### config.mk
export PLATFORM = sky130hd
export DESIGN_NAME = reset_sequencer
export DESIGN_NICKNAME = d
export VERILOG_FILES = /design/src/rtl/reset_sequencer.sv
export SDC_FILE = /design/constraint.sdc
export NUM_CORES = 1
export LEC_CHECK = 0
export CELL_PAD_IN_SITES_DETAIL_PLACEMENT = 1
export CELL_PAD_IN_SITES_GLOBAL_PLACEMENT = 2
export CORE_MARGIN = 3
export CORE_UTILIZATION = 40
export CTS_CLUSTER_DIAMETER = 80
export DETAILED_ROUTE_END_ITERATION = 7
export PLACE_DENSITY = 0.84
export SYNTH_ARGS = -nofsm -noshare
export SYNTH_HDL_FRONTEND = slang
export SYNTH_SLANG_ARGS = --single-unit
### constraint.sdc
create_clock -name ipClk -period 5.9 [get_ports ipClk]
set_input_delay 0.885 -clock ipClk [delete_from_list [all_inputs] [get_ports ipClk]]
set_output_delay 0.885 -clock ipClk [all_outputs]
set_load 0.02 [all_outputs]
### src/rtl/reset_sequencer.sv
// Staged reset sequencer: holds core and peripherals in reset, releases the core first,
// counts watchdog restarts and locks out after too many, and accepts a synchronised request.
module reset_sequencer #(
   parameter int unsigned Hold_Cycles   = 16,
   parameter int unsigned Stage_Cycles  = 8,
   parameter int unsigned Max_Retries   = 3,
   parameter int unsigned Stable_Cycles = 1000
) (
   input  logic       ipClk,
   input  logic       ipReset,
   input  logic       ipError,
   input  logic       ipRequest,
   input  logic       ipClear,
   output logic       opCoreReset,
   output logic       opPeriphReset,
   output logic [3:0] opRetryCount,
   output logic       opLockout,
   output logic [1:0] opCause
);

   localparam int unsigned HoldW   = $clog2(Hold_Cycles + 1);
   localparam int unsigned StageW  = $clog2(Stage_Cycles + 1);
   localparam int unsigned StableW = $clog2(Stable_Cycles + 1);

   localparam logic [HoldW-1:0]   HoldLoad   = HoldW'(Hold_Cycles - 1);
   localparam logic [StageW-1:0]  StageLoad  = StageW'(Stage_Cycles - 1);
   localparam logic [StableW-1:0] StableMax  = StableW'(Stable_Cycles);
   localparam logic [4:0]         RetryLimit = 5'(Max_Retries);

   localparam logic [1:0] CausePowerOn  = 2'b00;
   localparam logic [1:0] CauseWatchdog = 2'b01;
   localparam logic [1:0] CauseRequest  = 2'b10;
   localparam logic [1:0] CauseClear    = 2'b11;

   typedef enum logic [1:0] {StHold, StStage, StRun, StLock} stateType;

   stateType           state;
   logic [HoldW-1:0]   holdCnt;
   logic [StageW-1:0]  stageCnt;
   logic [StableW-1:0] stableCnt;
   logic [2:0]         reqSync;

   logic       reqEvent;
   logic [4:0] retryPlus;
   logic [3:0] retrySat;
   logic       retryExhausted;

   // Two synchroniser flops, then a third flop for rising-edge detection.
   assign reqEvent       = reqSync[1] & ~reqSync[2];
   assign retryPlus      = {1'b0, opRetryCount} + 5'd1;
   assign retrySat       = (opRetryCount == 4'hF) ? 4'hF : retryPlus[3:0];
   assign retryExhausted = (retryPlus >= RetryLimit);

   always_ff @(posedge ipClk or negedge ipReset) begin
      if (!ipReset) begin
         state         <= StHold;
         holdCnt       <= HoldLoad;
         stageCnt      <= StageLoad;
         stableCnt     <= '0;
         reqSync       <= '0;
         opCoreReset   <= 1'b1;
         opPeriphReset <= 1'b1;
         opRetryCount  <= 4'd0;
         opLockout     <= 1'b0;
         opCause       <= CausePowerOn;
      end else begin
         reqSync <= {reqSync[1:0], ipRequest};
         unique case (state)
            StHold: begin
               if (holdCnt == '0) begin
                  state       <= StStage;
                  stageCnt    <= StageLoad;
                  opCoreReset <= 1'b0;
               end else begin
                  holdCnt <= holdCnt - HoldW'(1);
               end
            end
            StStage: begin
               if (stageCnt == '0) begin
                  state         <= StRun;
                  stableCnt     <= '0;
                  opPeriphReset <= 1'b0;
               end else begin
                  stageCnt <= stageCnt - StageW'(1);
               end
            end
            StRun: begin
               if (ipError) begin
                  opRetryCount  <= retrySat;
                  opCause       <= CauseWatchdog;
                  opCoreReset   <= 1'b1;
                  opPeriphReset <= 1'b1;
                  holdCnt       <= HoldLoad;
                  stableCnt     <= '0;
                  if (retryExhausted) begin
                     state     <= StLock;
                     opLockout <= 1'b1;
                  end else begin
                     state <= StHold;
                  end
               end else if (reqEvent) begin
                  state         <= StHold;
                  opCause       <= CauseRequest;
                  opCoreReset   <= 1'b1;
                  opPeriphReset <= 1'b1;
                  holdCnt       <= HoldLoad;
                  stableCnt     <= '0;
               end else begin
                  if (ipClear || (stableCnt == StableMax)) begin
                     opRetryCount <= 4'd0;
                  end
                  // Saturate rather than wrap so a long-running system stays cleared.
                  if (stableCnt != StableMax) begin
                     stableCnt <= stableCnt + StableW'(1);
                  end
               end
            end
            StLock: begin
               if (ipClear) begin
                  state        <= StHold;
                  holdCnt      <= HoldLoad;
                  opRetryCount <= 4'd0;
                  opLockout    <= 1'b0;
                  opCause      <= CauseClear;
               end
            end
            default: begin
               state <= StHold;
               holdCnt <= HoldLoad;
            end
         endcase
      end
   end

endmodule

# Yosys cells after proc, flatten, opt, wreduce, memory -nomap -nowiden
# Cells that the tools add are included.
[totals]
word_cells = 92
output_inout_bits = 9
in_bits = 5
ff_bits = 33
[op_classes]
order_cmp = 1
mux = 40
bitwise = 2
reduce_logical = 18
eq_ne = 17
addsub = 4
[ops]
columns = ["op", "count"]
rows = [
  ["10-bit two-way mux", 4],
  ["4-bit two-way mux", 7],
  ["5-bit two-way mux", 4],
  ["10-bit one-hot mux with 2 select lines", 1],
  ["2-bit two-way mux", 9],
  ["4-bit one-hot mux with 2 select lines", 2],
  ["4-bit AND reduction", 4],
  ["5-bit one-hot mux with 3 select lines", 1],
  ["3-bit AND reduction", 5],
  ["2-bit inequality test (second input constant)", 7],
  ["10-bit by 1-bit adder with 10-bit output (second input constant)", 1],
  ["10-bit equality test (second input constant)", 1],
  ["10-bit inequality test (second input constant)", 1],
  ["3-bit inequality test (second input constant)", 3],
  ["2-bit one-hot mux with 4 select lines", 1],
  ["2-bit nonzero test", 4],
  ["1-bit two-way mux", 7],
  ["1-bit one-hot mux with 2 select lines", 3],
  ["4-bit by 1-bit adder with 5-bit output (second input constant)", 1],
  ["5-bit by 2-bit greater-or-equal comparator with 1-bit output (second input constant)", 1],
  ["5-bit logical NOT", 1],
  ["5-bit by 1-bit subtractor with 5-bit output (second input constant)", 1],
  ["2-bit equality test (second input constant)", 2],
  ["4-bit equality test (second input constant)", 1],
  ["other kinds (10)", 10],
]

# Logic depth before layout (Yosys ltp)
# Gate-level depths: netlist of the first run.
[logic_depth]
word_depth = 6
ltp_mapped = 8
ltp_nobuf = 7

# Worst setup path after synthesis of the first run
# OpenSTA, ideal clock, no wires.
[synth_timing]
path_type = "input to register"
from = "in ipError"
to = "reg holdCnt[4]"
required_ns = 5.822
setup_ns = 0.078
t_arrival_ns = 2.006
n_path_buf = 0
slack_ns = 3.816
stages = 5
path_cell_list = "nor2b_2 a2111oi_4 nand2_1 or4_1 a21boi_1"
[synth_between]
elab_chain_cells = 2
word_cells_on_any_way = 4
cone_classes = "eq/ne: 1; mux: 2; reduce/logical: 1"
[synth_rtl]
columns = ["item", "line", "text"]
rows = [
  ["start: declaration", "11", "input logic ipError,"],
  ["3-bit inequality test (no source line) / 5-bit two-way mux (equally long branches)", "n/a", ""],
  ["4-bit AND reduction (no source line) / 5-bit one-hot mux with 3 select lines (equally long branches)", "n/a", ""],
  ["end signal: assignment", "57", "holdCnt <= HoldLoad;"],
  ["end signal: assignment", "75", "holdCnt <= holdCnt - HoldW'(1);"],
  ["end signal: assignment", "93", "holdCnt <= HoldLoad;"],
  ["end: declaration", "38", "logic [HoldW-1:0] holdCnt;"],
]
# Several ways; a longest one is shown, not always the timed one.
# A chain may end at the register's enable or synchronous reset.

# Final worst setup path of the first run
# Same ends and word-level chain as after synthesis.

==> impl_metrics.ini, run 1 <==
[hold_path]
hp-class = flop to flop
min_to = reqSync[1]$_DFF_PN0_
min-delay-start = reqSync[0]$_DFF_PN0_
min_path_cells = 0

[synth]
netlist.area_leader.share_pct = 30.9
synth-seq-cells = 33
synth_top_cell_by_area = dfrtp_1
yosysMostFrequentCell = dfrtp_1
async_flop_share_pct = 100
synthesis.area_sq_um = 1950
synth_cell_types = 55
seq_area_frac_synth_pct = 43.0
ys_warn_count = 0
synth_edf_count = 0
synthesis.nets = 214
synth_area_leaders = dfrtp_1 31%, dfstp_2 12%, ha_1 7.7%
syn-instance-count = 197
yosys-top-cells-count = 24 x dfrtp_1, 20 x nor2_1, 14 x a21oi_1, 14 x inv_1, 12 x ha_1
ys.flop_type = dfrtp_1
syn_area_per_cell_sq_um = 9.88

[grt]
antenna_found_initial = 0
grtUsageTotal_pct = 17.7
use_met1_pct = 23.4
grt_max_degree = 34
met2_usage_pct = 28.5
grt_overflow = 0
busiest_layer = met2
met3_usage_pct = 4.49
grt_pass1_wl_um = 7750
grt_pass1_vias = 1582

[placement]
place_congestion = 0.798
dpl.hpwl_um = 3110
place.port_buffers = 13
dp.cells = 272

[clock_tree]
numCtsBuffers = 5
cts_setup_buffers = 0
path_clk_slew_ns = 0.07
ctsHoldBuffers = 0
worstSkewPairLatency_ns = 0.29
tritoncts = built
ctsResizeCount = 0
ctsRootBufferMaster = clkbuf_8
cts_max_level = 2
clock-sinks = 33
clk_path_buf_depth = 2

[drt]
drt.antenna.violating_nets = 0
firstDrtPassIters = 4
drc = 0
drt-initial-drc-count = 46
vias = 1536
wirelength_um = 4360
wire_per_inst_um = 15.6
via_per_inst = 5.49

[critical_path]
critPathTopFamily = simple AND/OR/NAND/NOR gates
start_kind = input port
r2r_slack_ns = 3.45
slowest_stage = clkdlybuf4s50_1
r2r_end = holdCnt[4]$_DFFE_PN0P_
timing.critical_path.buf_inv = 1
worstPathMaxFanout = 7
crit_required_ns = 6.11
r2r_start = state[0]$_DFFE_PN0P_
end_kind = flop
path_class = input port to flop
cp_cell_sequence = clkdlybuf4s50_1, nor2b_2, a2111oi_4, nand2_1, or4_1, a21boi_1
reg2reg_depth = 7
slowest_delay_ns = 0.58
arrival_ns = 2.82

[sta]
finalMaxSlewViolations = 0
rsz0062_at_grt = false
finalCriticalPeriod_ns = 2.61
min_period_over_period_pct = 44.2
fin_tns_setup_ns = 0
relSlewSlack_pct = 59.6
tightest_slew_ns = 0.604
skew_ns = 0.00350
hold_viol_final = 0
fmax_mhz = 383
setup_viol = 0

[floorplanning]
core_area_sq_um = 4530
die_y_um = 75.7
initial_core_util_pct = 42.9
boundaryPins = 14
rows = 24
die-area_sq_um = 5740
die_w_um = 75.7

[pwr]
p_leak_nw = 0.974
report.power.total_uw = 963
ir_worst_vdd_mv = 0.226
power.density_nw_per_um2 = 434

[final_layout]
syn_to_final_growth_pct = 13.9
finalNonFillerCells = 280
drive_gt1_share_pct = 12.6
nets = 231
diodes = 0

[outcome]
outcome = complete, no violations

[flow_run]
drv_cap = 0
-- how the worst max path moves through the flow --
stage / depth (start not counted) / slack (ns) / startpoint / to
after floorplan: 5 / 3.82 / ipError / holdCnt[4]$_DFFE_PN0P_
after global placement: 6 / 3.11 / ipError / holdCnt[4]$_DFFE_PN0P_
after detailed placement: 6 / 3.02 / ipError / holdCnt[4]$_DFFE_PN0P_
after CTS: 6 / 3.31 / ipError / holdCnt[4]$_DFFE_PN0P_
after global routing: 6 / 3.17 / ipError / holdCnt[4]$_DFFE_PN0P_
final: 6 / 3.29 / ipError / holdCnt[4]$_DFFE_PN0P_
-- flip-flops by register name, indices dropped and copies added (netlist names) --
register / count
stageCnt: 4
stableCnt: 10
opLockout: 1
opCoreReset: 1
opCause: 2
opRetryCount: 4
opPeriphReset: 1
holdCnt: 5
state: 2
reqSync: 3
-- layout make-up --
type,count,area (sq um)
clock inverters,2,10.0
repair buffers,14,138
well taps,65,81.3
clock buffers,6,72.6
flip-flops and latches,33,837
multi-input cells,146,1020
inverters,14,52.6
fillers,527,2320
-- where the power goes --
part | total, mW | switching (mW) | internal, mW
logic | 0.444 | 0.255 | 0.190
clock network | 0.166 | 0.0844 | 0.0817
registers | 0.352 | 0.0578 | 0.294
total | 0.963 | 0.397 | 0.566
-- layout by cell type (no fill, tap or decap), drive strengths merged, types with 6 or more instances in the layout --
cell type and instances:
nand2 10, a21oi 14, ha 12, dfstp 9, inv 14, dfrtp 24, o21ai 9, clkbuf 6
clkdlybuf4s50 13, nor2 20, nand3 10
-- per-layer routing --
| layer | vias up | routed length (um) |
|---|---|---|
| met1 | 761 | 2040 |
| met4 | 0 | 51 |
| met3 | 6 | 144 |
| met5 | - | 0 |
| met2 | 23 | 2120 |
| li1 | 746 | - |
-- stage by stage --
| stage | setup WS [ns] | hold WS, ns | area [sq um] | util [%] |
|---|---|---|---|---|
| 6_report | 3.29 | 0.352 | 2220 | 48.9 |
| 5_1_grt | 3.17 | 0.369 | 2220 | 48.9 |
| 4_1_cts | 3.31 | 0.354 | 2220 | 48.9 |
| 3_5_place_dp | 3.02 | 0.338 | 2130 | 47.0 |
| 3_3_place_gp | 3.11 | 0.335 | 2130 | 47.0 |
| 2_1_floorplan | 3.82 | 0.331 | 1950 | - |
-- cells by family (layout without fill, tap and decap cells) --
family	count (synthesis)	count (layout)	share of synthesized area, %
buffers and inverters	18	36	4.31
and+or+nand+nor	72	72	20.3
muxes	3	3	1.61
adders and majority gates	12	12	7.72
DFF	33	33	43.0
xor gates and xnor gates	5	5	2.25
AOI/OAI and AO/OA	54	54	20.8
No activity file was read; power rests on OpenSTA's default activity.
==> run 2: changes to the inputs <==
CORE_UTILIZATION = 37   (was 40)
PLACE_DENSITY = 0.79   (was 0.84)
clock period = 2.5 ns   (was 5.9 ns; I/O delays follow)
==> run 2 against run 1 <==
Clock skew rose by 0.0019 ns. Clock power grew to 2.7 times the previous value. Critical path depth down 1. Core utilization is 2.8 points lower. Register-to-register slack got worse by 3.2 ns. Worst hold slack improved by 0.0024 ns. Critical endpoint is now opRetryCount[1]$_DFFE_PN0P_. Largest cell class unchanged.
==> impl_metrics.ini, run 2 (same netlist as run 1, synthesis figures left out) <==
[sta]
min_period_over_period_pct = 88.2
setup_ws_ns = 0.295
relSlewSlack_pct = 48.3
finalCriticalPeriod_ns = 2.21
tightest_slew_ns = 0.773
skew_ns = 0.00543
rsz0062_at_grt = false
setup_viol = 0
fmax_mhz = 453
fin_tns_setup_ns = 0
hold_viol_final = 0
finalMaxSlewViolations = 0

[clock_tree]
clk_path_buf_depth = 2
clock-sinks = 33
ctsRootBufferMaster = clkbuf_8
worstSkewPairLatency_ns = 0.29
cts_max_level = 2
tritoncts = built
ctsHoldBuffers = 0
path_clk_slew_ns = 0.07
numCtsBuffers = 5
ctsResizeCount = 0
cts_setup_buffers = 0

[final_layout]
drive_gt1_share_pct = 13.8
finalNonFillerCells = 284
fin_util_pct = 46.1
final_cell_mix = 24 x dfrtp_1, 20 x nor2_1, 14 x inv_1, 14 x a21oi_1, 13 x clkdlybuf4s50_1
nets = 233
reg_top3 = stableCnt: 10 flops, holdCnt: 5 flops
largest_register_ffs = 10
syn_to_final_growth_pct = 16.4
layout.cells.most_common = dfrtp_1
top_register = stableCnt
diodes = 0

[placement]
dp_slack_ns = 0.301
place_congestion = 0.820
dp.cells = 276
place.port_buffers = 13
dpl.hpwl_um = 3330

[floorplanning]
initial_core_util_pct = 39.6
core_area_sq_um = 4910
boundaryPins = 14
die_w_um = 78.5
rows = 25
die_y_um = 78.5
die-area_sq_um = 6160

[critical_path]
worstSetupEndpoint = opRetryCount[1]$_DFFE_PN0P_
crit_start = state[0]$_DFFE_PN0P_
r2r_start = state[0]$_DFFE_PN0P_
end_kind = flop
r2r_slack_ns = 0.29
r2r_end = opRetryCount[1]$_DFFE_PN0P_
crit_required_ns = 2.73
worstPathMaxFanout = 9
start_kind = flop
arrival_ns = 2.43
path_class = flop to flop
reg2reg_depth = 5

[pwr]
p_int_mw = 1.41
power_frac_clock_pct = 19.0
seq_power_share_pct = 35.0
switchingPower_uw = 950
ir_worst_vdd_mv = 0.466
combPwrFrac_pct = 46.0
p_leak_nw = 0.998
power.density_nw_per_um2 = 1040
switching_share_pct = 40.2

[grt]
grt_overflow = 0
antenna_found_initial = 0
grt_max_degree = 20
grt_pass1_wl_um = 7820
grt_pass1_vias = 1646
grtUsageTotal_pct = 16.0

[drt]
wire_per_inst_um = 15.8
drt.antenna.violating_nets = 0
wirelength_um = 4470
via_per_inst = 5.43
firstDrtPassIters = 4
drc = 0
drt-initial-drc-count = 65
vias = 1542

[outcome]
outcome = complete, no violations

[flow_run]
drv_cap = 0

[hold_path]
hp-class = flop to flop
-- run 2: cell types whose count changed in the layout (fill, tap and decap cells not counted), sizes merged --
cell / change
buf: +2
clkbuf: +1
clkinv: -1
-- run 2: critical path, cell delays in order, from the launching register on --
cell and delay [ns]:
dfrtp_1 0.44, ha_1 0.36, or4_1 0.59, a211o_1 0.37, a211oi_1 0.26, a21o_1 0.12
-- run 2: worst min path at each step --
stage	from	endpoint	cells past startpoint	slack (ns)
floorplan	ipReset	holdCnt[4]$_DFFE_PN0P_	0	0.08
global placement	reqSync[0]$_DFF_PN0_	reqSync[1]$_DFF_PN0_	0	0.34
detailed placement	reqSync[0]$_DFF_PN0_	reqSync[1]$_DFF_PN0_	0	0.35
CTS	reqSync[0]$_DFF_PN0_	reqSync[1]$_DFF_PN0_	0	0.36
global route	reqSync[0]$_DFF_PN0_	reqSync[1]$_DFF_PN0_	0	0.36
finish	reqSync[0]$_DFF_PN0_	reqSync[1]$_DFF_PN0_	0	0.35
-- run 2: power by group through the flow --
stage / clock, mW / combinational [mW] / sequential [mW]
5_1_grt: 0.485 / 1.23 / 0.847
2_1_floorplan: 0 / 0.704 / 0.871
3_3_place_gp: 0 / 1.05 / 0.825
6_report: 0.448 / 1.09 / 0.827
4_1_cts: 0.466 / 1.11 / 0.827
3_5_place_dp: 0 / 1.09 / 0.835
-- run 2: routing by layer --
metal  part of all wire, %  global-route usage, %
met5                     0                      0
met4                   1.2                   4.72
met3                   3.1                   3.90
met2                    49                   26.5
met1                    47                   20.5
-- run 2: cell type report --
type | instances | area [sq um]
Inverter | 14 | 52.6
Clock inverter | 1 | 5.00
Fill cell | 565 | 2650
Tap cell | 67 | 83.8
Clock buffer | 7 | 96.3
Multi-Input combinational cell | 146 | 1020
Timing Repair Buffer | 16 | 165
Sequential cell | 33 | 837
-- run 2: per-stage QoR --
step | hold slack [ns] | power [mW] | area [sq um]
6_report | 0.355 | 2.36 | 2260
3_5_place_dp | 0.347 | 1.92 | 2160
2_1_floorplan | 0.0794 | 1.58 | 1950
3_3_place_gp | 0.340 | 1.87 | 2160
5_1_grt | 0.365 | 2.56 | 2260
4_1_cts | 0.363 | 2.40 | 2260
